===== src/rtl/sp1_pipe_reg_pkg.sv =====
// Shared constants for the sp1_pipe_reg slice: state encodings, default width
// and the state-to-occupancy decode.
package sp1_pipe_reg_pkg;

    localparam int unsigned SP1_DW_DEFAULT = 32;

    localparam logic [1:0] SP1_PR_EMPTY = 2'd0;
    localparam logic [1:0] SP1_PR_ONE   = 2'd1;
    localparam logic [1:0] SP1_PR_TWO   = 2'd2;

    // Number of words held in a given state.
    function automatic logic [1:0] occupancy(input logic [1:0] st);
        logic [1:0] n;
        case (st)
            SP1_PR_ONE: n = 2'd1;
            SP1_PR_TWO: n = 2'd2;
            default:    n = 2'd0;
        endcase
        return n;
    endfunction

endpackage


===== src/rtl/sp1_ff.sv =====
// Enabled DW-bit register with synchronous active-high clear.
module sp1_ff #(
    parameter int unsigned DW = 32
) (
    input  logic          clk,
    input  logic          rst,
    input  logic          en,
    input  logic [DW-1:0] d,
    output logic [DW-1:0] q
);

    always_ff @(posedge clk) begin
        if (rst) begin
            q <= '0;
        end else if (en) begin
            q <= d;
        end
    end

endmodule


===== src/rtl/sp1_pipe_reg.sv =====
// Two-entry valid/ready skid slice feeding an sp1_ff bank; every output is a flop.
// Optional X checking on in_valid/out_ready is built with SP1_PIPE_REG_XCHK_EN.
module sp1_pipe_reg
    import sp1_pipe_reg_pkg::*;
#(
    parameter int unsigned DW = SP1_DW_DEFAULT
) (
    input  logic          clk,
    input  logic          rst,
    input  logic          in_valid,
    input  logic [DW-1:0] in_data,
    output logic          in_ready,
    output logic          out_valid,
    output logic [DW-1:0] out_data,
    input  logic          out_ready,
    output logic [1:0]    cnt
);

    logic [1:0]    state;
    logic [1:0]    state_nxt;
    logic          accept_c;
    logic          deliver_c;
    logic          main_en;
    logic          skid_en;
    logic [DW-1:0] main_d;
    logic [DW-1:0] skid_q;

`ifdef SP1_PIPE_REG_XCHK_EN
    // An unknown in_valid must never count as an accept.
    assign accept_c = in_ready & (in_valid === 1'b1);
`else
    assign accept_c = in_valid & in_ready;
`endif
    assign deliver_c = out_valid & out_ready;

    // Next state and entry write enables.
    always_comb begin
        state_nxt = state;
        main_en   = 1'b0;
        skid_en   = 1'b0;
        main_d    = in_data;
        case (state)
            SP1_PR_EMPTY: begin
                if (accept_c) begin
                    state_nxt = SP1_PR_ONE;
                    main_en   = 1'b1;
                end
            end
            SP1_PR_ONE: begin
                if (accept_c && deliver_c) begin
                    main_en = 1'b1;
                end else if (accept_c) begin
                    state_nxt = SP1_PR_TWO;
                    skid_en   = 1'b1;
                end else if (deliver_c) begin
                    state_nxt = SP1_PR_EMPTY;
                end
            end
            SP1_PR_TWO: begin
                if (deliver_c) begin
                    state_nxt = SP1_PR_ONE;
                    main_en   = 1'b1;
                    main_d    = skid_q;
                end
            end
            default: begin
                state_nxt = SP1_PR_EMPTY;
            end
        endcase
    end

    // State plus status flags decoded from the next state, so they stay flops.
    always_ff @(posedge clk) begin
        if (rst) begin
            state     <= SP1_PR_EMPTY;
            out_valid <= 1'b0;
            in_ready  <= 1'b0;
            cnt       <= 2'd0;
        end else begin
            state     <= state_nxt;
            out_valid <= (state_nxt != SP1_PR_EMPTY);
            in_ready  <= (state_nxt != SP1_PR_TWO);
            cnt       <= occupancy(state_nxt);
        end
    end

    sp1_ff #(.DW(DW)) u_main (
        .clk (clk),
        .rst (rst),
        .en  (main_en),
        .d   (main_d),
        .q   (out_data)
    );

    sp1_ff #(.DW(DW)) u_skid (
        .clk (clk),
        .rst (rst),
        .en  (skid_en),
        .d   (in_data),
        .q   (skid_q)
    );

`ifdef SP1_PIPE_REG_XCHK_EN
    logic xerr;

    // Sticky X detector on the handshake inputs; only rst clears it.
    always_ff @(posedge clk) begin
        if (rst) begin
            xerr <= 1'b0;
        end else begin
            if ($isunknown(in_valid)) begin
                $display("sp1_pipe_reg : %0t: X on in_valid", $time);
                xerr <= 1'b1;
            end
            if ($isunknown(out_ready)) begin
                $display("sp1_pipe_reg : %0t: X on out_ready", $time);
                xerr <= 1'b1;
            end
        end
    end
`endif

endmodule

===== config.mk =====
export PLATFORM = sky130hd
export DESIGN_NAME = sp1_pipe_reg
export DESIGN_NICKNAME = d
export VERILOG_FILES = /design/src/rtl/sp1_pipe_reg_pkg.sv /design/src/rtl/sp1_ff.sv /design/src/rtl/sp1_pipe_reg.sv
export SDC_FILE = /design/constraint.sdc
export NUM_CORES = 1
export LEC_CHECK = 0
export BUFFER_PORTS_ARGS = -buffer_cell sky130_fd_sc_hd__buf_4
export CAP_MARGIN = 20
export CORE_UTILIZATION = 45
export CTS_CLUSTER_DIAMETER = 50
export DETAILED_ROUTE_END_ITERATION = 7
export GPL_ROUTABILITY_DRIVEN = 0
export PLACE_DENSITY = 0.68
export RECOVER_POWER = 50
export SYNTH_ARGS = -nofsm -noshare
export SYNTH_HDL_FRONTEND = slang
export SYNTH_SLANG_ARGS = --single-unit

===== constraint.sdc =====
create_clock -name clk -period 3.55 [get_ports clk]
set_input_delay 0.355 -clock clk [delete_from_list [all_inputs] [get_ports clk]]
set_output_delay 0.355 -clock clk [all_outputs]
set_load 0.05 [all_outputs]

## Yosys cells after proc, flatten, opt, wreduce, memory -nomap -nowiden

Cells that the tools add are included.

| operators by class | value |
|---|---|
| reductions and logical operators | 3 |
| eq/ne operators | 5 |
| bitwise logic cells | 2 |
| mux-type cells | 15 |

Operators with widths:

| cell | number |
|---|---|
| $mux W32 | 2 |
| $mux W2 | 5 |
| $pmux W2 S3 | 1 |
| $mux W1 | 5 |
| $eq A2 B1 Y1 const B | 2 |
| $eq A2 B2 Y1 const B | 2 |
| $pmux W2 S2 | 1 |
| $pmux W1 S3 | 1 |
| $and A1 B1 Y1 | 2 |
| $logic_not A2 Y1 | 1 |
| $ne A2 B2 Y1 const B | 1 |
| $reduce_bool A2 Y1 | 1 |
| $logic_and A1 B1 Y1 | 1 |

| storage, ports and cells | value |
|---|---|
| word-level logic and storage cells | 31 |
| flip-flop bits (word level) | 70 |

## Logic depth before layout (Yosys ltp)

Gate-level depths: netlist of run 1.

| depth | value |
|---|---|
| depth in word-level cells | 7 |
| mapped depth | 5 |
| depth with buffers taken out | 3 |

## Cells and area by module

Synthesis of run 1 repeated with hierarchy kept, for this count alone.

| second synthesis, totals | value |
|---|---|
| cell total of the unflattened synthesis | 268 |
| area, all modules | 3103.0 um2 |

By module, submodules not included:

| module | cells each | times used | area each (um2) | seq. area each (um2) |
|---|---|---|---|---|
| sp1_ff | 103 | 2 | 1163.6 | 640.6 |
| sp1_pipe_reg | 62 | 1 | 775.7 | 120.1 |

## Worst setup path before layout of run 1

OpenSTA, ideal clock, no wires.

| path | value |
|---|---|
| kind | reg-to-reg |
| start | register in_ready |
| end | register u_skid.q[10] |
| setup slack | 1.965 ns |
| period minus slack after synthesis | 1.585 ns |
| library setup time | 0.072 ns |
| cell stages (with the launch flop) | 5 |
| arrival | 1.513 ns |
| cell sequence | dfxtp_1 -> nand4b_1 -> a21oi_2 -> buf_6 -> mux2i_1 |

| between the ends | value |
|---|---|
| cells in the longest elaborated chain, start to end | 4 |
| elaborated cells on any way between the ends | 5 |
| those cells by class | mux: 3; bitwise: 1; reduce/logical: 1 |

Ends and longest elaborated chain:

| element | RTL line | text |
|---|---|---|
| from (decl) | sp1_pipe_reg.sv:12 | `output logic in_ready,` |
| from (signal assigned) | sp1_pipe_reg.sv:82 | `in_ready <= (state_nxt != SP1_PR_TWO);` |
| $and A1 B1 Y1 (*) | sp1_pipe_reg.sv:32 | `assign accept_c = in_valid & in_ready;` |
| $mux W1 / $logic_and A1 B1 Y1 (equally long branches) | sp1_pipe_reg.sv:52, sp1_pipe_reg.sv:50 |  |
| $mux W1 (*) | sp1_pipe_reg.sv:50 | `if (accept_c && deliver_c) begin` |
| $mux W1 (*) | sp1_pipe_reg.sv:42 | `case (state)` |
| to (signal assigned) | sp1_ff.sv:14 | `q <= '0;` |
| to (signal assigned) | sp1_ff.sv:16 | `q <= d;` |
| to (decl) | sp1_ff.sv:9 | `output logic [DW-1:0] q` |

Every way passes the cells marked *; elsewhere a longest branch is shown, timed or not.
A chain may end at the register's enable or synchronous reset.

## Worst setup path in the final report of run 1

| path | value |
|---|---|
| start | register state[0] |
| end | register u_main.q[7] |

| between the ends | value |
|---|---|
| cells in the longest elaborated chain, start to end | 2 |
| elaborated cells on any way between the ends | 5 |
| those cells by class | eq/ne: 2; mux: 2; reduce/logical: 1 |

Ends and longest elaborated chain:

| element | RTL line | text |
|---|---|---|
| from (decl) | sp1_pipe_reg.sv:19 | `logic [1:0] state;` |
| from (signal assigned) | sp1_pipe_reg.sv:80 | `state <= state_nxt;` |
| $eq A2 B2 Y1, or another cell as far along | sp1_pipe_reg.sv:42 |  |
| $pmux W1 S3 / $mux W32 (equally long branches) | sp1_pipe_reg.sv:42 |  |
| to (signal assigned) | sp1_ff.sv:14 |  |
| to (signal assigned) | sp1_ff.sv:16 |  |
| to (decl) | sp1_ff.sv:9 |  |

Several ways; a longest one is shown, not always the timed one.

==> results of run 1 <==
final cells by class:
type | instances | area share [%]
clock inverter | 6 | 1.701
multi-input combinational | 243 | 42.09
sequential | 70 | 37.36
timing repair buffer | 77 | 12.34
clock buffer | 9 | 3.302
tap | 96 | 3.202
sequential cells by signal, summed over array words and instances, names as in the netlist:
signal     flops
u_main.q      32
u_skid.q      32
cnt            2
state          2
in_ready       1
out_valid      1
per-stage QoR:
step | util, % | area, um2 | std cells
global placement | 54.20 | 3682 | 485
detailed placement | 54.20 | 3682 | 485
global route | 55.21 | 3751 | 501
CTS | 56.96 | 3870 | 500
finish | 55.21 | 3751 | 501
floorplan | - | 3178 | 348
how the worst max path moves through the flow:
stage | cells after the start | slack, ns | from | endpoint
after floorplan | 4 | 1.97 | in_ready$_SDFF_PP0_ | u_skid.q[10]$_SDFFE_PP0P_
after global placement | 4 | 1.55 | in_valid | u_main.q[17]$_SDFFE_PP0P_
after detailed placement | 4 | 1.49 | in_valid | u_main.q[27]$_SDFFE_PP0P_
after CTS | 3 | 1.50 | state[1]$_SDFF_PP0_ | u_main.q[27]$_SDFFE_PP0P_
after global routing | 4 | 0.81 | state[0]$_SDFF_PP0_ | u_main.q[7]$_SDFFE_PP0P_
final | 4 | 1.03 | state[0]$_SDFF_PP0_ | u_main.q[7]$_SDFFE_PP0P_
logic make-up (layout without fill, tap and decap cells):
logic type	count (synthesis)	after routing	share of synthesized area (%)
and+or+nand+nor	138	138	23.46
buffers and inverters	35	92	6.102
muxes	32	32	10.08
DFF	70	70	44.09
xor gates and xnor gates	1	1	0.2756
AOI/OAI and AO/OA	72	72	15.98
metal layers:
| layer | part of all wire, % | vias up | global-route usage [%] |
|---|---|---|---|
| met5 | 0 | - | 0 |
| met4 | 1.5 | 0 | 6.212 |
| met3 | 5.0 | 8 | 6.160 |
| met2 | 48 | 67 | 33.84 |
| met1 | 45 | 1284 | 26.15 |
| li1 | - | 1337 | - |
worst register-to-register path, stage by stage (launching register included):
cell and delay, ns:
dfxtp_1 0.39, a21boi_0 1.17, buf_4 0.43, o21ai_0 0.13, a311oi_1 0.30
cells in the final DEF (no fill, tap or decap), drive strengths merged:
| cell type | count |
|---|---|
| dfxtp | 70 |
| nand2b | 64 |
| clkbuf | 45 |
| buf | 41 |
| nor2 | 34 |
| nand3 | 32 |
| a311oi | 32 |
| mux2i | 32 |
| o21ai | 32 |
| clkinv | 3 |
| nand4b | 2 |
| o2bb2ai | 2 |
| nor2b | 2 |
| clkinvlp | 2 |
| a21oi | 2 |
| a21boi | 1 |
| nand3b | 1 |
| a21bo | 1 |
| and3b | 1 |
| nand2 | 1 |
| xnor2 | 1 |
| or2b | 1 |
| a22oi | 1 |
| a21o | 1 |
| bufinv | 1 |
power by group:
group	switching (mW)	internal, mW
registers	0.0195	0.819
clock network	0.298	0.319
logic	0.195	0.0939
total	0.512	1.23
==> results.py, run 1 <==
metrics = {
    "status": {
        "status": "finished with violations",
        "violations": "max-capacitance violations, max-slew violations",
    },
    "global_route": {
        "grt_remaining_overflow": 0,
        "antenna_found_initial": 0,
        "grt_pass1_wl_mm": 12.03,
        "grt.total_usage_pct": 20.64,
        "grt_max_degree": 104,
        "grt_pass1_vias": 2533,
    },
    "clocking": {
        "cts_setup_buffers": 0,
        "cts_buffers": 9,
        "cts-root-buf": "clkbuf_8",
        "h-tree-depth": 3,
        "clock-sinks": 70,
        "clkTransAtPathRegs_ns": 0.08,
        "cts_tree": "yes",
        "cts_hold_buffers": 0,
        "clock_path_buffers": 2,
        "ctsResizeCount": 0,
        "clock_latency_ns": 0.34,
    },
    "critical_path": {
        "reg2reg_slack_ns": 1.03,
        "required_ns": 3.78,
        "path_delay_family": "compound AO/OA/AOI/OAI gates",
        "slowest_delay_ns": 1.17,
        "path_cells": "a21boi_0 -> buf_4 -> o21ai_0 -> a311oi_1",
        "rr_worst_depth": 4,
        "critPathCaptureType": "flop",
        "slowest_stage": "a21boi_0",
        "critPathKind": "reg2reg",
        "crit_fanout": 20,
        "arrival_ns": 2.75,
        "start_kind": "flop",
        "rr_endpoint": "u_main.q[7]$_SDFFE_PP0P_",
        "r2r_start": "state[0]$_SDFF_PP0_",
        "cp_num_buf_inv": 1,
    },
    "synthesis": {
        "yosysMostFrequentCell": "dfxtp_1",
        "yosysTopAreaCell": "dfxtp_1",
        "async_flop_share_pct": 0,
        "netlist_area_mm2": 0.003178,
        "synth-edff-count": 0,
        "synthCells": 348,
        "ys_types": 28,
        "yosys-top-cells-area": "dfxtp_1 (44%), nand2b_1 (13%), mux2i_1 (10%), a311oi_1 (8.8%), nand3_1 (5.0%)",
        "avgSynthCellArea_um2": 9.132,
        "yosys_register_bits": 70,
        "yosys-top-cells-count": "dfxtp_1 (70), nand2b_1 (64), nor2_1 (34)",
        "synth_ff_type": "dfxtp_1",
        "synth.top_cell.area_share_pct": 44.09,
        "synth_nets": 384,
        "synth_seq_area_share_pct": 44.09,
        "yosysWarnings": 0,
    },
    "pwr": {
        "ir_drop_uv": 225.9,
        "power.density_mw_per_mm2": 465.1,
        "p_total_mw": 1.745,
        "p_leak_nw": 1.365,
    },
    "sta": {
        "slew_viol_final": 23,
        "setup_slack_ns": 1.029,
        "layout_min_cycle_time_ns": 2.521,
        "setup_viol": 0,
        "worst_pin_slew_ns": 1.540,
        "hold_viol_final": 0,
        "relSlewSlack_pct": -2.693,
        "rsz0062_at_grt": "false",
        "timing.hold.ws_ns": 0.2826,
        "fin_skew_ns": 0.009603,
        "fin_crit_sh_pct": 71.02,
        "tns_ns": 0,
        "clock.fmax_mhz": 396.6,
    },
    "hold_path": {
        "whs_endpoint": "u_skid.q[16]$_SDFFE_PP0P_",
        "hp-class": "in2reg",
        "min_path_cells": 3,
        "min_from": "in_data[16]",
    },
    "floorplan": {
        "rows": 30,
        "boundaryPins": 72,
        "die_w_um": 86.04,
        "initial_core_util_pct": 46.78,
        "die_h_um": 86.04,
        "die_area_mm2": 0.007402,
        "coreArea_mm2": 0.006794,
    },
    "run": {
        "drv_cap": 2,
    },
    "place": {
        "io_buffers": 71,
        "dpl.hpwl_mm": 4.312,
        "dpl_worst_slack_ns": 1.494,
    },
    "cells_and_area": {
        "drive_gt1_share_pct": 14.07,
        "syn_to_final_growth_pct": 18.03,
        "nNetsFinal": 437,
        "multi_input_area_mm2": 0.001579,
        "diodes": 0,
        "final.fill_count": 658,
        "seqCellArea_mm2": 0.001401,
    },
    "routing": {
        "viasPerCell": 5.381,
        "drc": 0,
        "ant_nets": 0,
        "drt-pass1-iter-count": 4,
        "wire_per_inst_um": 14.68,
        "totalWireLength_mm": 7.353,
        "drt_iter0_drc": 151,
        "num_vias": 2696,
    },
}
Note: power is estimated with default switching activity, not from simulation.
==> run 2, diff against run 1 <==
Settings changed: PLACE_DENSITY 0.68 to 0.71.
Clock period 3.55 ns to 2.25 ns, I/O delays scaled along.
==> results.py, run 2 (synthesized netlist as in run 1, its figures left out) <==
metrics = {
    "status": {
        "status": "completed",
    },
    "place": {
        "io_buffers": 71,
        "postPlaceCellArea_mm2": 0.003745,
        "dpl_worst_slack_ns": 0.7364,
        "dpl.hpwl_mm": 4.388,
        "place_inst": 490,
    },
    "clocking": {
        "cts-root-buf": "clkbuf_8",
        "ctsResizeCount": 0,
        "clock_latency_ns": 0.35,
        "cts_setup_buffers": 0,
        "clock_path_buffers": 2,
        "cts_buffers": 9,
        "clkTransAtPathRegs_ns": 0.08,
        "clock-sinks": 70,
        "h-tree-depth": 3,
        "cts_hold_buffers": 0,
        "cts_tree": "yes",
    },
    "sta": {
        "worst_pin_slew_ns": 0.7843,
        "fin_crit_sh_pct": 76.84,
        "timing.hold.ws_ns": 0.1423,
        "rsz0062_at_grt": "false",
        "setup_viol": 0,
        "layout_min_cycle_time_ns": 1.729,
        "clock.fmax_mhz": 578.4,
        "fin_skew_ns": 0.009405,
        "setup_slack_ns": 0.5211,
        "relSlewSlack_pct": 47.71,
        "tns_ns": 0,
        "hold_viol_final": 0,
        "slew_viol_final": 0,
    },
    "hold_path": {
        "min_path_cells": 3,
        "hp-class": "in2reg",
        "whs_endpoint": "u_skid.q[25]$_SDFFE_PP0P_",
        "min_from": "in_data[25]",
    },
    "critical_path": {
        "worstSetupStartpoint": "state[0]$_SDFF_PP0_",
        "rr_endpoint": "u_main.q[12]$_SDFFE_PP0P_",
        "critPathCaptureType": "flop",
        "reg2reg_slack_ns": 0.52,
        "r2r_start": "state[0]$_SDFF_PP0_",
        "rr_worst_depth": 4,
        "slowest_delay_ns": 0.49,
        "start_kind": "flop",
        "crit_fanout": 12,
        "arrival_ns": 1.98,
        "critPathKind": "reg2reg",
        "path_cells": "a21boi_0 -> clkbuf_1 -> o21ai_0 -> a311oi_1",
        "slowest_stage": "clkbuf_1",
        "required_ns": 2.50,
    },
    "floorplan": {
        "boundaryPins": 72,
        "coreArea_mm2": 0.006794,
        "die_w_um": 86.04,
        "rows": 30,
        "die_h_um": 86.04,
        "die_area_mm2": 0.007402,
        "initial_core_util_pct": 46.78,
    },
    "pwr": {
        "ir_drop_uv": 325.0,
        "p_total_mw": 2.835,
        "power.density_mw_per_mm2": 745.5,
        "p_leak_nw": 1.396,
    },
    "cells_and_area": {
        "diodes": 0,
        "stdcell_area_mm2": 0.003802,
        "layoutNonFillerInstCount": 506,
        "top_regs": "u_main.q: 32 flops, u_skid.q: 32 flops",
        "final.fill_count": 646,
        "drive_gt1_share_pct": 14.63,
        "nNetsFinal": 441,
        "final_common_cell": "dfxtp_1",
        "mostFrequentLayoutCells": "dfxtp_1 (70), nand2b_1 (64), buf_4 (42)",
        "fin_util_pct": 55.97,
        "syn_to_final_growth_pct": 19.65,
    },
    "global_route": {
        "grt_pass1_vias": 2466,
        "grt_remaining_overflow": 0,
        "grt_pass1_wl_mm": 11.71,
        "grt.total_usage_pct": 20.22,
        "antenna_found_initial": 0,
        "grt_max_degree": 101,
    },
    "routing": {
        "totalWireLength_mm": 7.389,
        "drt-pass1-iter-count": 4,
        "viasPerCell": 5.292,
        "drc": 0,
        "wire_per_inst_um": 14.60,
        "ant_nets": 0,
        "drt_iter0_drc": 162,
        "num_vias": 2678,
    },
    "run": {
        "drv_cap": 0,
    },
}
[run 2: changes by cell type in the layout (fill, tap and decap cells not counted)]
| cell | previous run | this run |
|---|---|---|
| a21oi_4 | 0 | 1 |
| clkinvlp_4 | 2 | 0 |
| clkbuf_1 | 36 | 38 |
| buf_16 | 1 | 0 |
| buf_12 | 0 | 2 |
| buf_4 | 40 | 42 |
| a21oi_2 | 1 | 0 |
| clkinv_2 | 2 | 3 |
| clkbuf_8 | 9 | 11 |
| clkinv_4 | 1 | 0 |
[run 2: final cells by class]
class                   count  area, um2  share of cell area [%]
well taps                  96      120.1                   3.159
clock buffers              12      155.1                   4.080
flip-flops and latches     70       1401                   36.85
repair buffers             81      494.2                   13.00
multi-input cells         243       1587                   41.72
clock inverters             4      45.04                   1.185
[run 2: how the worst max path moves through the flow]
| stage | endpoint | slack (ns) |
|---|---|---|
| 6_report | u_main.q[12]$_SDFFE_PP0P_ | 0.52 |
| 2_1_floorplan | u_skid.q[10]$_SDFFE_PP0P_ | 0.67 |
| 3_3_place_gp | u_main.q[6]$_SDFFE_PP0P_ | 0.77 |
| 3_5_place_dp | u_main.q[15]$_SDFFE_PP0P_ | 0.74 |
| 5_1_grt | u_main.q[12]$_SDFFE_PP0P_ | 0.34 |
| 4_1_cts | u_main.q[16]$_SDFFE_PP0P_ | 0.65 |
[run 2: metal layers]
metal,vias to the layer above,global-route usage [%],wire [um]
met4,0,8.182,111
met5,-,0,0
li1,1342,-,-
met3,9,5.582,311
met2,55,31.67,3461
met1,1272,26.32,3505
[run 2: worst max-delay path: cells and delay by family (launching register included)]
family	cells	cell delay, ns
flops	1	0.39
buf+inv	1	0.49
compound gates	3	0.75
[run 2: power by group]
group	switching, mW	internal (mW)	total, mW
combinational	0.310	0.154	0.465
sequential	0.0315	1.29	1.32
clock	0.478	0.568	1.05
total	0.820	2.01	2.83
